==> config.mk <==
export PLATFORM = sky130hd
export DESIGN_NAME = expression_pipe_eval
export DESIGN_NICKNAME = d
export VERILOG_FILES = /design/src/rtl/expression_pipe_eval.sv
export SDC_FILE = /design/constraint.sdc
export NUM_CORES = 1
export LEC_CHECK = 0
export CORE_MARGIN = 3
export CORE_UTILIZATION = 25
export CTS_CLUSTER_DIAMETER = 100
export CTS_CLUSTER_SIZE = 24
export DETAILED_ROUTE_END_ITERATION = 8
export GPL_ROUTABILITY_DRIVEN = 1
export PLACE_DENSITY = 0.43
export SLEW_MARGIN = 20
export SYNTH_ARGS = -nofsm -noshare
export SYNTH_HDL_FRONTEND = slang
export SYNTH_SLANG_ARGS = --single-unit
==> constraint.sdc <==
create_clock -name clk -period 7.5 [get_ports clk]
set_input_delay 1.875 -clock clk [delete_from_list [all_inputs] [get_ports clk]]
set_output_delay 1.875 -clock clk [all_outputs]
set_load 0.01 [all_outputs]
==> src/rtl/expression_pipe_eval.sv <==
`default_nettype none
// ============================================================================
// expression_pipe_eval
// Multi-lane signed/unsigned opcode evaluator behind a PIPE-stage valid/ready pipeline.
// Rev 1.0
// ============================================================================
module expression_pipe_eval #(
    parameter int               W           = 6,
    parameter int               LANES       = 6,
    parameter logic [LANES-1:0] SIGNED_MASK = 6'b000111,
    parameter int               PIPE        = 2
) (
    input  logic                 clk,
    input  logic                 reset,
    input  logic                 in_valid,
    output logic                 in_ready,
    input  logic [LANES*W-1:0]   a,
    input  logic [LANES*W-1:0]   b,
    input  logic [LANES*3-1:0]   op,
    output logic                 out_valid,
    input  logic                 out_ready,
    output logic [LANES*W-1:0]   y,
    output logic [LANES-1:0]     ovf,
    output logic [15:0]          count
);

    localparam int c_iw = 2 * W;

    // Returns {ovf, result} for one lane.
    function automatic logic [W:0] eval_lane(
        input logic [W-1:0] fa,
        input logic [W-1:0] fb,
        input logic [2:0]   fop,
        input logic         fs
    );
        logic [W-1:0]    r;
        logic            o;
        logic [W:0]      ext_sum;
        logic [c_iw-1:0] wide;
        logic [c_iw-1:0] ax;
        logic [c_iw-1:0] bx;
        logic            shift_big;
        logic            lt;
        r         = '0;
        o         = 1'b0;
        ext_sum   = '0;
        wide      = '0;
        ax        = fs ? {{W{fa[W-1]}}, fa} : {{W{1'b0}}, fa};
        bx        = fs ? {{W{fb[W-1]}}, fb} : {{W{1'b0}}, fb};
        shift_big = (int'(fb) >= W);
        lt        = fs ? ($signed(fa) < $signed(fb)) : (fa < fb);
        case (fop)
            3'd0: begin
                ext_sum = {1'b0, fa} + {1'b0, fb};
                r = ext_sum[W-1:0];
                o = fs ? ((fa[W-1] == fb[W-1]) && (r[W-1] != fa[W-1])) : ext_sum[W];
            end
            3'd1: begin
                ext_sum = {1'b0, fa} - {1'b0, fb};
                r = ext_sum[W-1:0];
                o = fs ? ((fa[W-1] != fb[W-1]) && (r[W-1] != fa[W-1])) : ext_sum[W];
            end
            3'd2: begin
                // Out-of-range shift amounts give zero with no overflow flag.
                if (!shift_big) begin
                    wide = {{W{1'b0}}, fa} << fb;
                    r = wide[W-1:0];
                    o = fs ? (r[W-1] != fa[W-1]) : (|wide[c_iw-1:W]);
                end
            end
            3'd3: begin
                if (shift_big) begin
                    r = fs ? {W{fa[W-1]}} : '0;
                end else begin
                    wide = ax >> fb;
                    r = wide[W-1:0];
                end
            end
            3'd4: r = {{(W-1){1'b0}}, lt};
            3'd5: r = fa ~^ fb;
            3'd6: r = {{(W-1){1'b0}}, ~^fa};
            default: begin
                wide = ax * bx;
                r = wide[W-1:0];
                o = fs ? (wide[c_iw-1:W-1] != {(W+1){wide[W-1]}}) : (|wide[c_iw-1:W]);
            end
        endcase
        return {o, r};
    endfunction

    logic [LANES*W-1:0] w_y;
    logic [LANES-1:0]   w_ovf;

    for (genvar l = 0; l < LANES; l++) begin : g_lane
        localparam int c_lo = (LANES - 1 - l) * W;
        assign {w_ovf[LANES-1-l], w_y[c_lo +: W]} =
            eval_lane(a[c_lo +: W], b[c_lo +: W], op[(LANES-1-l)*3 +: 3], SIGNED_MASK[LANES-1-l]);
    end

    logic [PIPE-1:0]    r_v;
    logic [LANES*W-1:0] r_y   [PIPE];
    logic [LANES-1:0]   r_ovf [PIPE];
    logic [PIPE-1:0]    w_rdy;
    logic [15:0]        r_count;

    // Stage k can load unless it and every stage after it are full and the sink stalls.
    for (genvar k = 0; k < PIPE; k++) begin : g_rdy
        assign w_rdy[k] = out_ready || !(&r_v[PIPE-1:k]);
    end

    always_ff @(posedge clk) begin
        if (reset) begin
            r_v <= '0;
            for (int k = 0; k < PIPE; k++) begin
                r_y[k]   <= '0;
                r_ovf[k] <= '0;
            end
        end else begin
            if (w_rdy[0]) begin
                r_v[0] <= in_valid;
                if (in_valid) begin
                    r_y[0]   <= w_y;
                    r_ovf[0] <= w_ovf;
                end
            end
            for (int k = 1; k < PIPE; k++) begin
                if (w_rdy[k]) begin
                    r_v[k] <= r_v[k-1];
                    if (r_v[k-1]) begin
                        r_y[k]   <= r_y[k-1];
                        r_ovf[k] <= r_ovf[k-1];
                    end
                end
            end
        end
    end

    always_ff @(posedge clk) begin
        if (reset) begin
            r_count <= '0;
        end else if (r_v[PIPE-1] && out_ready) begin
            r_count <= r_count + 16'd1;
        end
    end

    assign in_ready  = w_rdy[0];
    assign out_valid = r_v[PIPE-1];
    assign y         = r_y[PIPE-1];
    assign ovf       = r_ovf[PIPE-1];
    assign count     = r_count;

endmodule
`default_nettype wire

* Word-level counts from Yosys, hierarchy flattened *
Memories as Yosys holds them, arrays and structs flattened.
Index checks and enable logic that the tools add are counted.

storage, ports and cells
  output and inout port bits = 60
  memories = 2
  register bits = 18
  RAM bits = 84

operators by class
  multipliers = 6
  $lt $le $gt $ge = 12
  eq/ne operators = 54
  reduce and logical (&&, ||, !) cells = 36
  multiplexer cells = 44
  bitwise logic cells = 10
  shift-type cells = 12
  $add $sub $neg = 13

memory list
  memory  depth  width  rd ports  clocked after Yosys merged registers in  write ports  line  text
  r_y     2      36     2         0                                        2            101   logic [LANES*W-1:0] r_y [PIPE];
  r_ovf   2      6      2         0                                        2            102   logic [LANES-1:0] r_ovf [PIPE];

operators with widths
  kind                                                                                 number
  6-bit case mux with 7 select lines                                                   6
  6-bit 2-to-1 mux                                                                     14
  6-bit by 6-bit multiplier with 12-bit output                                         6
  36-bit 2-to-1 mux                                                                    2
  3-bit equality test, second input constant                                           18
  3-bit by 2-bit equality test with 1-bit output, second input constant                12
  6-bit by 3-bit greater-or-equal comparator with 1-bit output, second input constant  6
  6-bit less-than comparator                                                           6
  6-bit OR reduction                                                                   6
  6-bit XNOR reduction                                                                 6
  6-bit by 6-bit left shift with 12-bit output                                         3
  12-bit by 6-bit right shift with 6-bit output                                        3
  6-bit bitwise XNOR                                                                   6
  1-bit case mux with 4 select lines                                                   6
  4-bit OR reduction                                                                   6
  6-bit by 6-bit adder with 7-bit output                                               3
  6-bit by 6-bit subtractor with 7-bit output                                          3
  6-bit adder                                                                          3
  3-bit by 1-bit equality test with 1-bit output, second input constant                6
  3-bit zero test                                                                      6
  6-bit != test                                                                        3
  6-bit by 6-bit left shift with 6-bit output                                          3
  6-bit by 6-bit right shift with 6-bit output                                         3
  6-bit subtractor                                                                     3
  other kinds (9)                                                                      48

* Logic depth before layout (Yosys ltp) *
  depth in word-level cells = 7
  mapped depth = 19
  gate-level depth less buffers = 18

* Worst setup path before layout *
Ideal clock, no wire load.

  kind = input to register
  start point = input port b[14]
  end point = memory r_ovf[0][2] (data pin)
  data arrival time = 6.366 ns
  cell stages on the path = 16
  setup time = 0.203 ns
  buffers on the path = 2
  path slack = 0.931 ns
  path through = clkbuf_1 clkbuf_1 nand2_1 fa_1 fa_1 fa_1 inv_1 fa_1 fa_1 a211oi_1 o21bai_1 a21oi_2 xnor2_1 and4_1 o221a_2 a2111oi_1

RTL lines
  item                line  text
  start: declaration  18    input logic [LANES*W-1:0] b,
  end: declaration    102

==> summary.txt <==
CTS
  • CTS Sinks: 102
  • Clk buf depth: 2
  • CTS Hold Bufs: 0
  • Root Driver: clkbuf_16
  • H-tree levels: 3
  • PostCTS Resize Cnt: 0
  • TritonCTS clock tree: built
  • Worst-path clk slew: 0.08 ns
  • Postcts setup bufs: 0
  • Clk_lat worst skew: 0.38 ns
  • CTS buffer count: 9

Synth
  • Synthesized Nets: 2610
  • Synth Flop Type: edfxtp_1
  • Mapped Cells: 2179
  • Post-synth ARST share: 0
  • Seq/Total Area, Yosys: 0.162
  • Yosys warnings: 0
  • Number of flops mapped to enable cells by yosys: 84
  • Syn_area_per_cell: 8.18 µm²
  • Yosys top cell area share: 0.158
  • Number of synthesized register bits: 102
  • Synth area leader: fa_1
  • Synth area leaders: fa_1, edfxtp_1, ha_1, inv_1, o21ai_0
  • Cell area after synthesis: 0.0178 mm²
  • Synth unique cells: 80

Cells and area
  • P&R area growth vs syn: 14.8%
  • Most common cell after layout, fill and taps aside: inv_1
  • Nets: 2667
  • Share of layout cells above drive strength 1: 0.0419
  • Commonest non-fill, non-tap cells in the layout: inv_1, ha_1, nand2_1, nor2_1

STA
  • # setup viols final: 0
  • Final max-slew violation count: 0
  • F_max: 151 MHz
  • Final setup TNS: 0 ns
  • Final hold viol count: 0
  • Skew final: 0.0146 ns
  • WHS: 0.522 ns
  • Max-Slew Margin vs Limit: 0.371
  • Final min period: 6.62 ns
  • Setup repair after global routing missed its margin: no
  • Fin crit share: 0.882
  • Slew @ Worst Pin: 0.944 ns

Global route
  • First-pass GRT wire length: 88900 µm
  • GRT met2 Usage: 0.243
  • Initial antenna violation count: 2
  • Total track usage: 0.149
  • Met3 GRT Util: 0.0183
  • Vias in the first global route: 15700
  • Met1 Use GR: 0.207
  • Top Usage Layer GRT: met2
  • Pin count of the biggest net entering global routing: 78
  • Total gr overflow: 0

Drt
  • Routed length per instance: 17.5 µm
  • Vias: 15700
  • Remaining DRCs: 0
  • DR pass1 iterations: 6
  • Via density per instance: 4.95
  • Initial DRC Count: 1171
  • Total wire length: 55800 µm
  • ANT nets after route: 0

Hold path
  • Worst Hold Endpoint: r_y[0][71]$_SDFFCE_PN0P_
  • Worst Hold Class: flip-flop to flip-flop
  • Hold_sp: r_y[0][35]$_SDFFCE_PN0P_
  • Hold Path Cell Cnt: 1

Setup path
  • Critical Path Start Type: input port
  • R2R cell count: 6
  • Kind of critical path: input port to flip-flop
  • Crit path capture type: flip-flop
  • Reg-to-reg startpoint: r_v[1]$_SDFFE_PP0N_
  • Worst EP required: 7.59 ns
  • Reg-to-Reg End: r_y[0][35]$_SDFFCE_PN0P_
  • Crit path launch: a[0]
  • Crit Path Max Fanout: 6
  • Setup slack, reg-to-reg: 5.06 ns
  • Critical path arrival: 6.71 ns

Floorplanning
  • Core area: 0.0703 mm²
  • Initial Util: 0.254
  • Die area: 0.0745 mm²
  • Row cnt: 97
  • Die width: 273 µm
  • Die Ht: 273 µm
  • Ports: 154

Placement
  • Final Wtd Congestion: 0.899
  • I/O Buffers: 153
  • Dpl hpwl: 43900 µm

Flow run
  • Max Cap Viol: 0

Status
  • Status: completed

Pwr
  • Lkg Pwr: 8.81 nW
  • P per Cell Area: 148 mW/mm²
  • Peak VDD IR: 0.0905 mV
[report_power, final]
part	internal (mW)	total (mW)	switching [mW]
Combinational	0.803	1.87	1.06
Clock	0.234	0.487	0.254
Sequential	0.658	0.673	0.0147
Total	1.69	3.03	1.33
[metrics by stage]
| stage | power [mW] | util | cell area [µm²] | instances | setup slack, ns |
|---|---|---|---|---|---|
| 2_1_floorplan | 2.06 | - | 17800 | 2179 | 0.931 |
| 4_1_cts | 3.08 | 0.291 | 20400 | 3181 | 0.887 |
| 3_3_place_gp | 2.54 | 0.287 | 20200 | 3165 | 0.520 |
| 5_1_grt | 3.35 | 0.291 | 20500 | 3183 | 0.595 |
| 3_5_place_dp | 2.56 | 0.287 | 20200 | 3165 | 0.490 |
| 6_report | 3.03 | 0.291 | 20500 | 3183 | 0.883 |
[registers in the layout (all words and copies together), names as in the netlist]
signal and flops:
count 16, r_y 72, r_v 2, r_ovf 12
[layer usage]
layer	vias up	wire length, µm
li1	7580	-
met4	0	1020
met3	54	2490
met1	7675	26500
met2	437	25800
met5	-	0
[synthesized netlist by cell type (27+ instances only)]
| library cell | count |
|---|---|
| a21o_1 | 27 |
| a31oi_1 | 27 |
| nand2_1 | 178 |
| buf_4 | 42 |
| inv_1 | 237 |
| a21oi_1 | 134 |
| ha_1 | 196 |
| clkbuf_1 | 91 |
| nand2b_1 | 39 |
| nor2_1 | 172 |
| edfxtp_1 | 84 |
| a211oi_1 | 33 |
| xor2_1 | 37 |
| nor3_1 | 49 |
| o21ai_0 | 153 |
| and2_1 | 95 |
| xnor2_1 | 69 |
| fa_1 | 141 |
| nand3_1 | 31 |
| mux2i_1 | 32 |
[worst max-delay path by stage]
| stage | endpoint | slack [ns] |
|---|---|---|
| 3_3_place_gp | r_ovf[0][0]$_SDFFCE_PN0P_ | 0.52 |
| 6_report | r_ovf[0][0]$_SDFFCE_PN0P_ | 0.88 |
| 2_1_floorplan | r_ovf[0][2]$_SDFFCE_PN0P_ | 0.93 |
| 3_5_place_dp | r_ovf[0][0]$_SDFFCE_PN0P_ | 0.49 |
| 4_1_cts | r_ovf[0][0]$_SDFFCE_PN0P_ | 0.89 |
| 5_1_grt | r_ovf[0][2]$_SDFFCE_PN0P_ | 0.60 |
[area by class of cell]
| cell class | count | area [µm²] |
|---|---|---|
| inverters | 242 | 908 |
| clock buffers | 9 | 225 |
| clock inverters | 7 | 68.8 |
| multi-input cells | 1681 | 13300 |
| repair buffers | 200 | 1900 |
| flip-flops and latches | 102 | 2880 |
| fillers | 7521 | 49800 |
| well taps | 940 | 1180 |
| diodes | 2 | 5.00 |
[worst max-delay path, cell delays in order]
cell,delay [ns]
clkdlybuf4s50_1,0.51
inv_1,0.23
nand2_1,0.11
fa_1,0.52
fa_1,0.55
inv_1,0.06
fa_1,0.56
fa_1,0.47
fa_1,0.49
a211oi_1,0.26
o21bai_1,0.10
a21oi_1,0.20
xnor2_1,0.11
or4_1,0.46
mux2i_1,0.15
nor4_1,0.06
[cells by family (layout without fill, tap and decap cells)]
| family | count (synthesis) | in the layout | share of synthesized area |
|---|---|---|---|
| simple gates | 654 | 654 | 0.178 |
| compound gates | 545 | 545 | 0.195 |
| buf+inv | 396 | 458 | 0.0935 |
| fa+ha+maj | 337 | 337 | 0.296 |
| xor+xnor | 106 | 106 | 0.0521 |
| flops | 102 | 102 | 0.162 |
| mux | 39 | 39 | 0.0230 |
| other cells | 0 | 2 | 0 |
No activity file was read; power rests on OpenSTA's default activity.
